===== config.mk =====
export PLATFORM = sky130hd
export DESIGN_NAME = can_bit_timing
export DESIGN_NICKNAME = d
export VERILOG_FILES = /design/src/rtl/can_timing_pkg.sv /design/src/rtl/can_rx_sync.sv /design/src/rtl/can_bit_timing.sv
export SDC_FILE = /design/constraint.sdc
export NUM_CORES = 1
export LEC_CHECK = 0
export ABC_AREA = 1
export CAP_MARGIN = 20
export CORE_UTILIZATION = 40
export DETAILED_ROUTE_END_ITERATION = 12
export PLACE_DENSITY = 0.54
export RECOVER_POWER = 50
export SYNTH_ARGS = -nofsm -noshare
export SYNTH_HDL_FRONTEND = slang
export SYNTH_SLANG_ARGS = --single-unit

===== constraint.sdc =====
create_clock -name i_clock -period 2.9 [get_ports i_clock]
set_input_delay 0.29 -clock i_clock [delete_from_list [all_inputs] [get_ports i_clock]]
set_output_delay 0.29 -clock i_clock [all_outputs]
set_load 0.01 [all_outputs]

===== src/rtl/can_timing_pkg.sv =====
// can_timing_pkg: segment states and timing constants shared by the CAN bit-timing stage.
package can_timing_pkg;
    typedef enum logic [1:0] {SYNC, SEG1, SEG2} seg_e;
    localparam int   IDLE_BITS = 11;
    localparam int   DEF_BRP   = 4;
    localparam int   DEF_TSEG1 = 13;
    localparam int   DEF_TSEG2 = 2;
    localparam int   DEF_SJW   = 1;
    localparam logic RECESSIVE = 1'b1;
    localparam logic DOMINANT  = 1'b0;
endpackage


===== src/rtl/can_rx_sync.sv =====
// can_rx_sync: two-flop synchronizer for the raw CAN RX pin plus recessive-to-dominant edge detect.
module can_rx_sync
    import can_timing_pkg::*;
(
    input  logic i_clock,
    input  logic i_reset,
    input  logic i_rx,
    output logic o_rx_sync,
    output logic o_falling_edge
);
    logic r_meta, r_sync, r_prev;
    always_ff @(posedge i_clock) begin
        if (i_reset) begin
            r_meta <= RECESSIVE;
            r_sync <= RECESSIVE;
            r_prev <= RECESSIVE;
        end else begin
            r_meta <= i_rx;
            r_sync <= r_meta;
            r_prev <= r_sync;
        end
    end
    assign o_rx_sync      = r_sync;
    assign o_falling_edge = r_prev & ~r_sync;
endmodule


===== src/rtl/can_bit_timing.sv =====
// can_bit_timing: tq prescaler, SYNC/SEG1/SEG2 bit FSM with hard sync and SJW-limited resync,
// sample-point strobe and 11-bit bus-idle integration.
module can_bit_timing
    import can_timing_pkg::*;
#(
    parameter int BRP   = DEF_BRP,
    parameter int TSEG1 = DEF_TSEG1,
    parameter int TSEG2 = DEF_TSEG2,
    parameter int SJW   = DEF_SJW
) (
    input  logic i_clock,
    input  logic i_reset,
    input  logic i_rx,
    output logic o_sp,
    output logic o_rx_s,
    output logic o_bus_idle
);
    localparam int PW = (BRP > 1) ? $clog2(BRP) : 1;
    localparam int TW = $clog2(TSEG1 + SJW + 1);
    localparam int CW = $clog2(IDLE_BITS + 1);

    logic          w_rx_sync, w_fall, w_tick, w_hard, w_resync, w_early;
    logic          w_seg1_end, w_seg2_end;
    logic [TW-1:0] w_p1, w_rem, w_ext, w_shrink;
    logic [PW-1:0] r_psc;
    logic [TW-1:0] r_tq, r_ext, r_shrink;
    logic [CW-1:0] r_idle;
    seg_e          r_state;
    logic          r_resync, r_sp, r_rx_s, r_bus_idle;

    can_rx_sync u_sync (
        .i_clock       (i_clock),
        .i_reset       (i_reset),
        .i_rx          (i_rx),
        .o_rx_sync     (w_rx_sync),
        .o_falling_edge(w_fall)
    );

    assign w_tick   = r_psc == PW'(BRP - 1);
    assign w_hard   = r_bus_idle & w_fall;
    assign w_p1     = r_tq + 1'b1;
    assign w_rem    = TW'(TSEG2) - r_tq;
    // An edge on the tick that closes SEG2 belongs to the next bit's SYNC and is ignored.
    assign w_resync = !r_bus_idle && w_fall && r_rx_s && !r_resync && r_state != SYNC
                      && !(r_state == SEG2 && w_tick && r_tq == TW'(TSEG2 - 1));
    assign w_early  = w_resync && r_state == SEG2 && w_rem <= TW'(SJW);
    assign w_ext    = (w_resync && r_state == SEG1) ? ((w_p1 < TW'(SJW)) ? w_p1 : TW'(SJW)) : r_ext;
    assign w_shrink = (w_resync && r_state == SEG2) ? TW'(SJW) : r_shrink;
    assign w_seg1_end = r_state == SEG1 && r_tq == TW'(TSEG1) + w_ext - 1'b1;
    assign w_seg2_end = r_state == SEG2 && r_tq == TW'(TSEG2) - w_shrink - 1'b1;

    always_ff @(posedge i_clock) begin
        if (i_reset) begin
            r_psc      <= '0;
            r_state    <= SYNC;
            r_tq       <= '0;
            r_ext      <= '0;
            r_shrink   <= '0;
            r_resync   <= 1'b0;
            r_idle     <= '0;
            r_sp       <= 1'b0;
            r_rx_s     <= RECESSIVE;
            r_bus_idle <= 1'b0;
        end else if (w_hard || w_early) begin
            // The edge cycle itself is the first clock of SYNC.
            r_psc    <= (BRP == 1) ? '0 : PW'(1);
            r_state  <= (BRP == 1) ? SEG1 : SYNC;
            r_tq     <= '0;
            r_ext    <= '0;
            r_shrink <= '0;
            r_resync <= 1'b0;
            r_sp     <= 1'b0;
            if (w_hard) r_bus_idle <= 1'b0;
        end else begin
            r_psc    <= w_tick ? '0 : r_psc + 1'b1;
            r_ext    <= w_ext;
            r_shrink <= w_shrink;
            r_resync <= r_resync | w_resync;
            r_sp     <= w_tick && w_seg1_end;
            if (w_tick) begin
                r_tq <= r_tq + 1'b1;
                if (r_state == SYNC) begin
                    r_state <= SEG1;
                    r_tq    <= '0;
                end else if (w_seg1_end) begin
                    r_state    <= SEG2;
                    r_tq       <= '0;
                    r_rx_s     <= w_rx_sync;
                    r_idle     <= w_rx_sync ? ((r_idle == CW'(IDLE_BITS)) ? r_idle : r_idle + 1'b1) : '0;
                    r_bus_idle <= w_rx_sync && r_idle >= CW'(IDLE_BITS - 1);
                end else if (w_seg2_end) begin
                    r_state  <= SYNC;
                    r_tq     <= '0;
                    r_ext    <= '0;
                    r_shrink <= '0;
                    r_resync <= 1'b0;
                end
            end
        end
    end

    assign o_sp       = r_sp;
    assign o_rx_s     = r_rx_s;
    assign o_bus_idle = r_bus_idle;
endmodule

==> out/summary.md, run 1 <==
The run gives 4 as the number of detailed-route iterations in the first pass. After routing, the total negative slack on setup checks comes to 0 ns. The run gives 0.459 as the final core area utilization.

The first global-routing pass estimated 5670 um of wire. The worst-case IR drop observed on VDD is 0.206 mV. The flip-flop and latch count after synthesis was 27; the final setup skew was 0.00439 ns. The cell area after layout is 1680 um2. The worst hold path belongs to the class reg2reg. STA classifies the critical path startpoint as a register.

The H-tree depth was 1; the placed wire-length estimate after detailed placement was 2450 um. For this design the top-level I/O count stands at 6. The buffer type at the clock tree root is clkbuf_8. The floorplan has 22 rows. The portion of the post-synthesis area used by sequential elements came out at 0.354. The most used flip-flop cell after synthesis is dfxtp_1. The average detailed-routed wire length per instance is 11.9 um.

The multi-input combinational cell area was 848 um2; the total number of vias was 1305. The worst slew slack as a fraction of its limit was 0.690. The number of clock buffers added by TritonCTS is 3.

The run finished with clean final reports. The buffer levels on the longest clock path was 2. The floorplan step defined a die boundary enclosing 4070 um2. The final clock period utilization by the worst path is 0.878, and the data required time of the critical path is 3.06 ns. Summed over all cells, the static leakage comes to 0.000738 uW. TritonCTS built the clock tree.

The core region is 3660 um2. The worst setup path is captured at a register. The average instance in the mapped netlist occupies 7.35 um2. For the worst-skew pair, the clock arrives at the later sink with an insertion delay of 0.28 ns. After detailed placement, the design holds a cell count of 262.

For the final antenna diode count, the log shows 0. The cell count after synthesis came out at 208. The sequential cells in the finished layout cover a total of 541 um2.

The commonest cells after synthesis are nand2_1, dfxtp_1, nor2_1. The tool flagged a number of max-cap violations equal to 0. For the CTS sink count, the log shows 27.

Once the clock tree was built, the setup fixing pass inserted 0 buffers. The logs give 0 for the count of final max-slew check failures and 1530 um2 for the summed instance area of the synthesized netlist. The layout overhead on the synthesized area is 9.82%, and the via count of the first global-routing pass is 1301.

Fill cells in the final layout number 365. By instance count, the leading cell after synthesis is nand2_1. The tools report the number of antenna violations at the first check in global routing as 0. Setup repair after global routing left no endpoint under its margin.

The total routing resource utilization after global routing was 0.179. Timing-limited maximum frequency: 393 MHz. The transition time at the pin with the least slew margin is 0.465 ns, and the share of final-layout standard cells stronger than drive strength 1 is 0.165.

The clock slew at the register clock pins of the worst setup and hold paths works out to 0.10 ns. The yosys synthesis warning count is 0. Library cell with the largest summed area after synthesis: dfxtp_1. For the distinct cell type count after synthesis, the log shows 29.

By startpoint and endpoint, the worst setup path is classified as reg2reg. Dividing total power by cell area gives a power density of 390 nW/um2. The run gives 0 as the number of hold violations in the final report. The number of non-filler instances in the completed layout was 266; the per-cell via count in the routed design was 4.91.

The horizontal die dimension is 63.8 um. The logs give 219 for the post-synthesis net count and 0 for the count of unresolved DRC violations after routing. The congestion estimate from routability-driven global placement came to 0.916. Data on the critical path arrives at its endpoint at 2.71 ns.

Setup violations remaining at the end of the flow were counted as 0. The detailed router finished its first iteration with 101 violations. For this run the aggregate overflow at the end of global routing stands at 0. The number of buffers inserted for hold repair after clock tree synthesis is 0.

The wire length reported by the detailed router was 3170 um. At the placement stage, the worst setup path has a slack of 0.445 ns. The count of input and output buffers is 5, and the number of nets at the end of the flow is 230. The portion of synthesized cell area occupied by the leading cell type is 0.354, and the count of instances resized after the clock tree is built is 0. Sorting the synthesized cells by area gives the leading types as dfxtp_1, nand2_1, ha_1.

The height of the chip is 63.8 um, and the final worst-path setup slack is 0.353 ns. The remaining number of nets flagged by the antenna check after routing was 0; the async set or reset register ratio after synthesis was 0. Entering global routing, the biggest net connects 16 pins. The number of synthesized flops with an enable pin was 0.

The final critical path time including I/O delays and setup came out at 2.55 ns. The initial core utilization came out at 0.418. The highest fanout seen on the critical path is 9, and the placement-stage cell area is 1640 um2.
cell type report:
class	count	area share
clock buffers	3	0.0246
inverters	28	0.0641
clock inverters	1	0.00298
repair buffers	9	0.0455
multi-input cells	150	0.505
well taps	48	0.0358
flip-flops and latches	27	0.322
through the flow:
| step | hold WS [ns] | total power [uW] |
|---|---|---|
| finish | 0.426 | 656 |
| global route | 0.446 | 688 |
| CTS | 0.427 | 664 |
| detailed placement | 0.402 | 448 |
| global placement | 0.393 | 448 |
| floorplan | 0.359 | 431 |
path summary, 6_finish.rpt:
check           startpoint  depth (start not counted)  slack, ns          endpoint
max               r_psc[0]                         15       0.35          r_ext[0]
min          u_sync.r_meta                          1       0.43  u_sync.o_rx_sync
max reg2reg       r_psc[0]                         15       0.35          r_ext[0]
min reg2reg  u_sync.r_meta                          1       0.43  u_sync.o_rx_sync
routing by layer:
layer | share of wire | track usage
met3 | 0.038 | 0.0214
met2 | 0.45 | 0.287
met5 | 0 | 0
met1 | 0.50 | 0.242
met4 | 0.015 | 0.0739
logic make-up after synthesis:
logic type      Yosys count  synth area share
flops                    27             0.354
buf+inv                  31            0.0900
simple gates            114             0.370
xor+xnor                  5            0.0286
fa+ha+maj                 8            0.0655
compound gates           23            0.0925
placed cells by master (no fill, tap or decap):
cell type         n
xnor2_1           2
inv_2             8
nand3_4           2
o21bai_2          1
buf_4             3
xor2_1            3
a21boi_2          1
clkdlybuf4s50_1   1
o21ai_2           1
nand3_1          19
clkbuf_8          3
ha_1              8
nor2_2            4
nand4_1           2
or2_2             2
nor2_8            1
nand2_4           1
inv_4             1
clkbuf_1          1
nand2_2           4
clkinv_2          1
nor2_4            3
dfxtp_1          27
nand2_1          48
dlygate4sd3_1     4
o211ai_1          2
a21oi_1          14
o21ai_0           2
nor2_1           26
inv_1            19
nand3b_1          2
o21ai_1           1
o311a_1           1
power breakdown:
part	leakage, uW	switching (uW)	total (uW)	internal, uW
Sequential	0.000219	3.98	382	378
Clock	0.0000255	122	218	96.5
Combinational	0.000494	36.5	55.7	19.2
flip-flops by register name (all words and copies together) (netlist names):
name              count
o_bus_idle            1
o_rx_s                1
o_sp                  1
r_ext                 4
r_idle                4
r_psc                 2
r_resync              1
r_shrink              4
r_state               2
r_tq                  4
u_sync.o_rx_sync      1
u_sync.r_meta         1
u_sync.r_prev         1
worst max-delay path, cell delays in order, from the launching register on:
cell and delay, ns:
dfxtp_1 0.36, ha_1 0.22, inv_4 0.09, nor2_4 0.12
nand2_1 0.15, nand3_4 0.16, nand2_1 0.11, ha_1 0.22
xor2_1 0.15, nand3b_1 0.16, nand2_1 0.07, nand2_1 0.04
nor2_1 0.17, nand2_1 0.08, nand2_1 0.26, nor2_1 0.08
No activity file was read; power rests on OpenSTA's default activity.
==> inputs of run 2 (changes only) <==
- GPL_ROUTABILITY_DRIVEN: default -> 0
- clock period: 2.9 -> 2.4 ns (I/O delays scaled with it)
==> out/summary.md, run 2 (same netlist as run 1, synthesis figures left out) <==
The buffer type at the clock tree root is clkbuf_8. In the final routed layout, each cell accounts on average for 11.5 um. The run finished with clean final reports. After clock tree synthesis, the clock-pin slew on the worst setup and hold paths is 0.10 ns.

The critical path launch point type is a register. The area of the core region was 3660 um2. The total power per unit cell area is 458 nW/um2, and the footprint of the flip-flops and latches is 542 um2.

Setup violations remaining at the end of the flow were counted as 0. For the wire length of the first global-routing pass, the log shows 5530 um. The die covers 4070 um2.

Leaving out fill and tap cells, the most frequent cell in the layout is nand2_1. For the number of antenna violations at the first check in global routing, the log shows 0. The top cell types in the final layout, fill and taps aside, are nand2_1, nor2_1, dfxtp_1, inv_1, nand3_1.

The logs give 3160 um for the wire length reported by the detailed router and 0.27 ns for the worst-skew pair later-pin latency. The run gives 204 uW as the net load switching power. Remaining number of nets flagged by the antenna check after routing: 0. The number of placement rows is 22. The worst setup path is captured at a register. The height of the chip was 63.8 um. Critical path data arrival time: 2.44 ns. The per-cell via count in the routed design is 4.84. The run gives 0 as the final antenna diode count. The tools report the placed wire-length estimate after detailed placement as 2460 um. In the final design database the tool counted 238 nets. The number of CTS-inserted buffers came out at 3. The max-cap check violation count was 0; the buffer levels on the longest clock path was 2. The final clock period utilization by the worst path is 0.928, and the layout overhead on the synthesized area is 15.3%. The startpoint-to-endpoint class of the critical path is reg2reg. The worst hold path class is reg2reg. Along the worst path, the maximum fanout reaches 5. The via count of the first global-routing pass came out at 1282. VDD sags by at most 0.268 mV. In this run, post-CTS hold repair placed 0 buffers. The logs give 0.177 for the total routing resource utilization after global routing and 0.482 for the final core area utilization. Static timing analysis puts the maximum clock frequency at 449 MHz. The total design power is 808 uW. TritonCTS built the clock tree. For this run, design rule violations remaining after detail routing come to 0.

Counting the fill cells in the layout gives 374. After layout, the minimum clock period comes to 2.23 ns. The initial core utilization was 0.418; the portion of total power attributed to combinational logic was 0.093. The logs give 0 for the global-route congestion overflow total and 1 for the H-tree depth. The analysis attributes to cell leakage a power of 0.000774 uW. During I/O placement, the number of pins put on the boundary was 6.

For this block, the initial DRC count from the detailed router was 75. The run gives 0 as the number of hold violations in the final report. Measured along the x axis, the die boundary spans 63.8 um.

The run gives 0.572 as the sequential power share. Net switching fraction of the power: 0.252. Count of final max-slew check failures: 0. The run gives 17 as the maximum number of pins on one net before global-route repair. For the number of detailed-route iterations in the first pass, the log shows 5. The number of cells on the worst reg-to-reg path is 17.

The routed layout has 1325 vias. The tree built by TritonCTS fans out to 27 sinks. Clock skew on the completed layout was measured at 0.00204 ns.

Cell internal power was estimated by the tool at 604 uW. The share of final-layout standard cells stronger than drive strength 1 is 0.230, and the count of input and output buffers is 5. STA puts the critical path data required time at 2.61 ns. Summing all multi-input logic gate instances after layout gives 865 um2. For the pin with the worst max-slew slack, the measured transition is 0.302 ns. The number of cells on the worst hold path is 1. The run gives 0.798 as the worst slew slack as a fraction of its limit. Clock group share of total power: 0.335.
==> run 2: path summary, 6_finish.rpt <==
check                      from          endpoint  slack [ns]
hold / removal    u_sync.r_meta  u_sync.o_rx_sync        0.42
setup reg to reg       r_psc[1]           r_tq[0]        0.17
setup / recovery       r_psc[1]           r_tq[0]        0.17
hold reg to reg   u_sync.r_meta  u_sync.o_rx_sync        0.42
==> run 2: worst max-delay path: stages, from the launching register on <==
cell and delay, ns:
dfxtp_1 0.34, ha_2 0.21, inv_4 0.04, nor2_4 0.10, nand2_2 0.08, nand3_4 0.11
nand2_2 0.07, ha_1 0.21, xor2_1 0.19, nand3b_1 0.13, nand2_1 0.06, nand2_1 0.06
nor2_2 0.05, o21bai_2 0.14, nand2_1 0.07, nand2_1 0.08, nand2_1 0.09, a21oi_1 0.13
==> run 2: metrics by stage <==
| stage | std cells | setup TNS, ns | worst slack, ns | area (um2) | hold slack (ns) |
|---|---|---|---|---|---|
| floorplan | 208 | 0 | 0.166 | 1530 | 0.309 |
| global placement | 268 | 0 | 0.112 | 1680 | 0.397 |
| detailed placement | 268 | 0 | 0.0824 | 1680 | 0.399 |
| CTS | 272 | 0 | 0.0451 | 1730 | 0.426 |
| global route | 274 | -0.129 | -0.0313 | 1760 | 0.437 |
| finish | 274 | 0 | 0.174 | 1760 | 0.420 |
==> run 2: layout make-up <==
type / count / area share
multi-input combinational: 150 / 0.490
sequential: 27 / 0.307
clock buffer: 3 / 0.0234
inverter: 28 / 0.0610
timing repair buffer: 17 / 0.0795
tap: 48 / 0.0341
clock inverter: 1 / 0.00426
==> run 2: repair_timing <==
item,CTS,global route
buffers inserted,0,2
resized for setup,0,8
setup endpoints to repair,0,14
==> run 2: power by group through the flow <==
stage / combinational [uW] / clock, uW / sequential (uW)
5_1_grt: 84.6 / 294 / 463
3_5_place_dp: 72.5 / 0 / 472
2_1_floorplan: 48.5 / 0 / 473
6_report: 75.0 / 271 / 462
3_3_place_gp: 70.9 / 0 / 471
4_1_cts: 72.7 / 281 / 461
==> run 2: routing by layer <==
metal  vias to the layer above  part of all wire  global-route usage
li1                        696                 -                   -
met1                       595              0.49               0.229
met2                        30              0.45               0.287
met3                         4             0.042              0.0321
met4                         0             0.014              0.0739
met5                         -                 0                   0
==> inputs of run 3 (changes only) <==
- RECOVER_POWER: 50 -> default
==> out/summary.md, run 3 (same netlist as run 1, synthesis figures left out) <==
The run finished with clean final reports. The run gives 809 uW as the total design power. The layout filler cell count is 375. At the pin with the least slew margin, the transition time is 0.300 ns.

The final layout contains 238 nets. The buffer levels on the longest clock path was 2. For the area of the core region, the log shows 3660 um2. Among the stages of the critical path, the cell type that occurs most often is nand2_1.

The top-level I/O count is 6. The worst hold path class was reg2reg. In this run the worst setup path terminates at r_tq[0]. The cell with the largest stage delay on the worst path was dfxtp_1.

For the footprint of the flip-flops and latches, the log shows 542 um2. Tracing the worst setup path back leads to its startpoint at r_psc[1]. Walking the worst path, the cells encountered are ha_2 > inv_4 > nor2_4 > nand2_2 > nand3_4 > nand2_2 > ha_1 > xor2_1 > nand3b_1 > nand2_1 > nand2_1 > nor2_2 > o21bai_2 > nand2_1 > nand2_1 > nand2_1 > a21oi_1. In the layout the commonest cells are nand2_1, dfxtp_1, nor2_1, nand3_1, inv_1.

The repair_antennas step left the layout with diodes totalling 0. The total number of vias was 1313. Row generation in the floorplan step produced 22 rows.

The critical path is of the reg2reg type. For the worst setup path, the data required time is 2.61 ns. The logs give 0.800 for the worst slew slack as a fraction of its limit and 1282 for the via count of the first global-routing pass. The run gives 2460 um as the placed wire-length estimate after detailed placement. The CTS sink count came out at 27. The kind of capture point of the worst setup path was a register. Along the worst path, the maximum fanout reaches 5. TritonCTS built the clock tree. Clock tree synthesis inserted a total of 3 buffers. The run gives 73 as the iteration-0 DRC count of the detailed router. The worst reg2reg path depth is 17. Counting I/O delays and the setup requirement, the final critical path takes 2.23 ns. For the number of hold violations in the final report, the log shows 0. The logs give 0.093 for the portion of total power attributed to combinational logic and 2.44 ns for the critical path data arrival time. The tightest hold path in the finished design has a slack of 0.421 ns. After detailed routing, the average wire length per cell comes to 11.5 um. In the final layout, the multi-input gates occupy 867 um2. The tools report the buffer type at the clock tree root as clkbuf_8. The finished layout holds 274 standard cells, fillers aside. The largest single stage delay on the critical path is 0.34 ns. The tools report the remaining number of nets flagged by the antenna check after routing as 0. The final worst-path setup slack came out at 0.170 ns. For this design the total switching power over the nets is 205 uW. The setup-violating endpoint count in the final report came out at 0.

Summed over all cells, the static leakage comes to 0.000769 uW. The number of buffers inserted for hold repair after clock tree synthesis was 0. The startpoint identified for the worst hold timing path is u_sync.r_meta. The share of final-layout standard cells stronger than drive strength 1 was 0.239. The sequential power share was 0.571. The maximum number of pins on one net before global-route repair was 17. The tools report the launch point of the worst reg-to-reg path as r_psc[1]. The net switching fraction of the power was 0.253; the number of antenna violations at the first check in global routing was 0. The run gives 4 as the number of detailed-route iterations in the first pass.

The per-cell via count in the routed design was 4.79; the height of the chip was 63.8 um. The library cell used most frequently in the layout, excluding fill and tap cells, is nand2_1. The run gives 0.271 mV as the largest voltage drop on the vdd net. Based on the critical path, the design can be clocked at up to 448 MHz. Reg-to-reg endpoint: r_tq[0]. The initial core utilization was 0.418; the H-tree depth was 1. The run gives 0.177 as the total routing resource utilization after global routing. The cell internal power dissipation was 604 uW; the total power per unit cell area was 458 nW/um2. The wire length reported by the detailed router is 3160 um. The wire length of the first global-routing pass came out at 5530 um. From left edge to right edge, the die measures 63.8 um. Global routing finished with a remaining overflow of 0.

The flop-to-flop setup slack was 0.17 ns; the worst-skew pair later-pin latency was 0.28 ns. The tools report the critical path launch point type as a register. Buffers placed on the I/O ports in this run total 5.

After clock tree synthesis, the clock-pin slew on the worst setup and hold paths is 0.10 ns. From synthesis to final layout, the design area changed by 15.5%. Counting tap cells, the placed design contains a total of 268 instances. Across the routed clock network, the largest skew measured is 0.00205 ns.

The count of final max-slew check failures is 0. For this run, design rule violations remaining after detail routing come to 0. The final clock period utilization by the worst path came out at 0.929. The final core area utilization was 0.482; the die area was 4070 um2. The tools report the clock group share of total power as 0.336. Max-cap violations in this run came to 0. Before CTS, the worst setup slack after placement is 0.0824 ns.
run 3: cell count changes in the layout (fill, tap and decap cells not counted):
cell	delta
inv_1	-1
clkdlybuf4s50_1	+4
nor2_1	-1
nor2_2	+1
dlygate4sd3_1	-4
inv_2	+1
run 3: repair_timing:
item                       in CTS  in global routing
gates resized for setup         0                  8
buffers inserted                0                  2
setup endpoints to repair       0                 14
run 3: worst min path at each step:
stage,endpoint,cells after the start,slack [ns]
after global routing,u_sync.o_rx_sync,1,0.44
after global placement,u_sync.o_rx_sync,1,0.40
after CTS,u_sync.o_rx_sync,1,0.43
after detailed placement,u_sync.o_rx_sync,1,0.40
after floorplan,r_idle[0],1,0.31
final,u_sync.o_rx_sync,1,0.42
run 3: through the flow:
step                setup TNS (ns)  area (um2)
global route                -0.130        1770
finish                           0        1770
global placement                 0        1680
detailed placement               0        1680
CTS                              0        1730
floorplan                        0        1530
run 3: cell type report:
class / instances / share of cell area
Multi-Input combinational cell: 150 / 0.491
Timing Repair Buffer: 17 / 0.0794
Clock buffer: 3 / 0.0234
Tap cell: 48 / 0.0340
Clock inverter: 1 / 0.00425
Inverter: 28 / 0.0609
Sequential cell: 27 / 0.307
run 3: power groups by stage:
stage	logic, uW	registers (uW)	clock network [uW]
6_report	75.2	462	272
5_1_grt	84.9	463	294
4_1_cts	72.7	461	281
3_5_place_dp	72.5	472	0
3_3_place_gp	70.9	471	0
2_1_floorplan	48.5	473	0
run 3: layer usage:
metal,vias to the layer above,share of wire,global-route usage
met5,-,0,0
met4,0,0.014,0.0739
met3,4,0.034,0.0321
met2,24,0.45,0.287
met1,592,0.50,0.229
li1,693,-,-
run 3: critical path, delay by kind of cell, from the launching register on:
family	cells	cell delay, ns
AO/OA/AOI/OAI	2	0.27
flip-flops	1	0.34
adder cells (fa/ha/maj)	2	0.42
AND/OR/NAND/NOR	11	0.91
XOR/XNOR	1	0.19
buffers and inverters	1	0.04
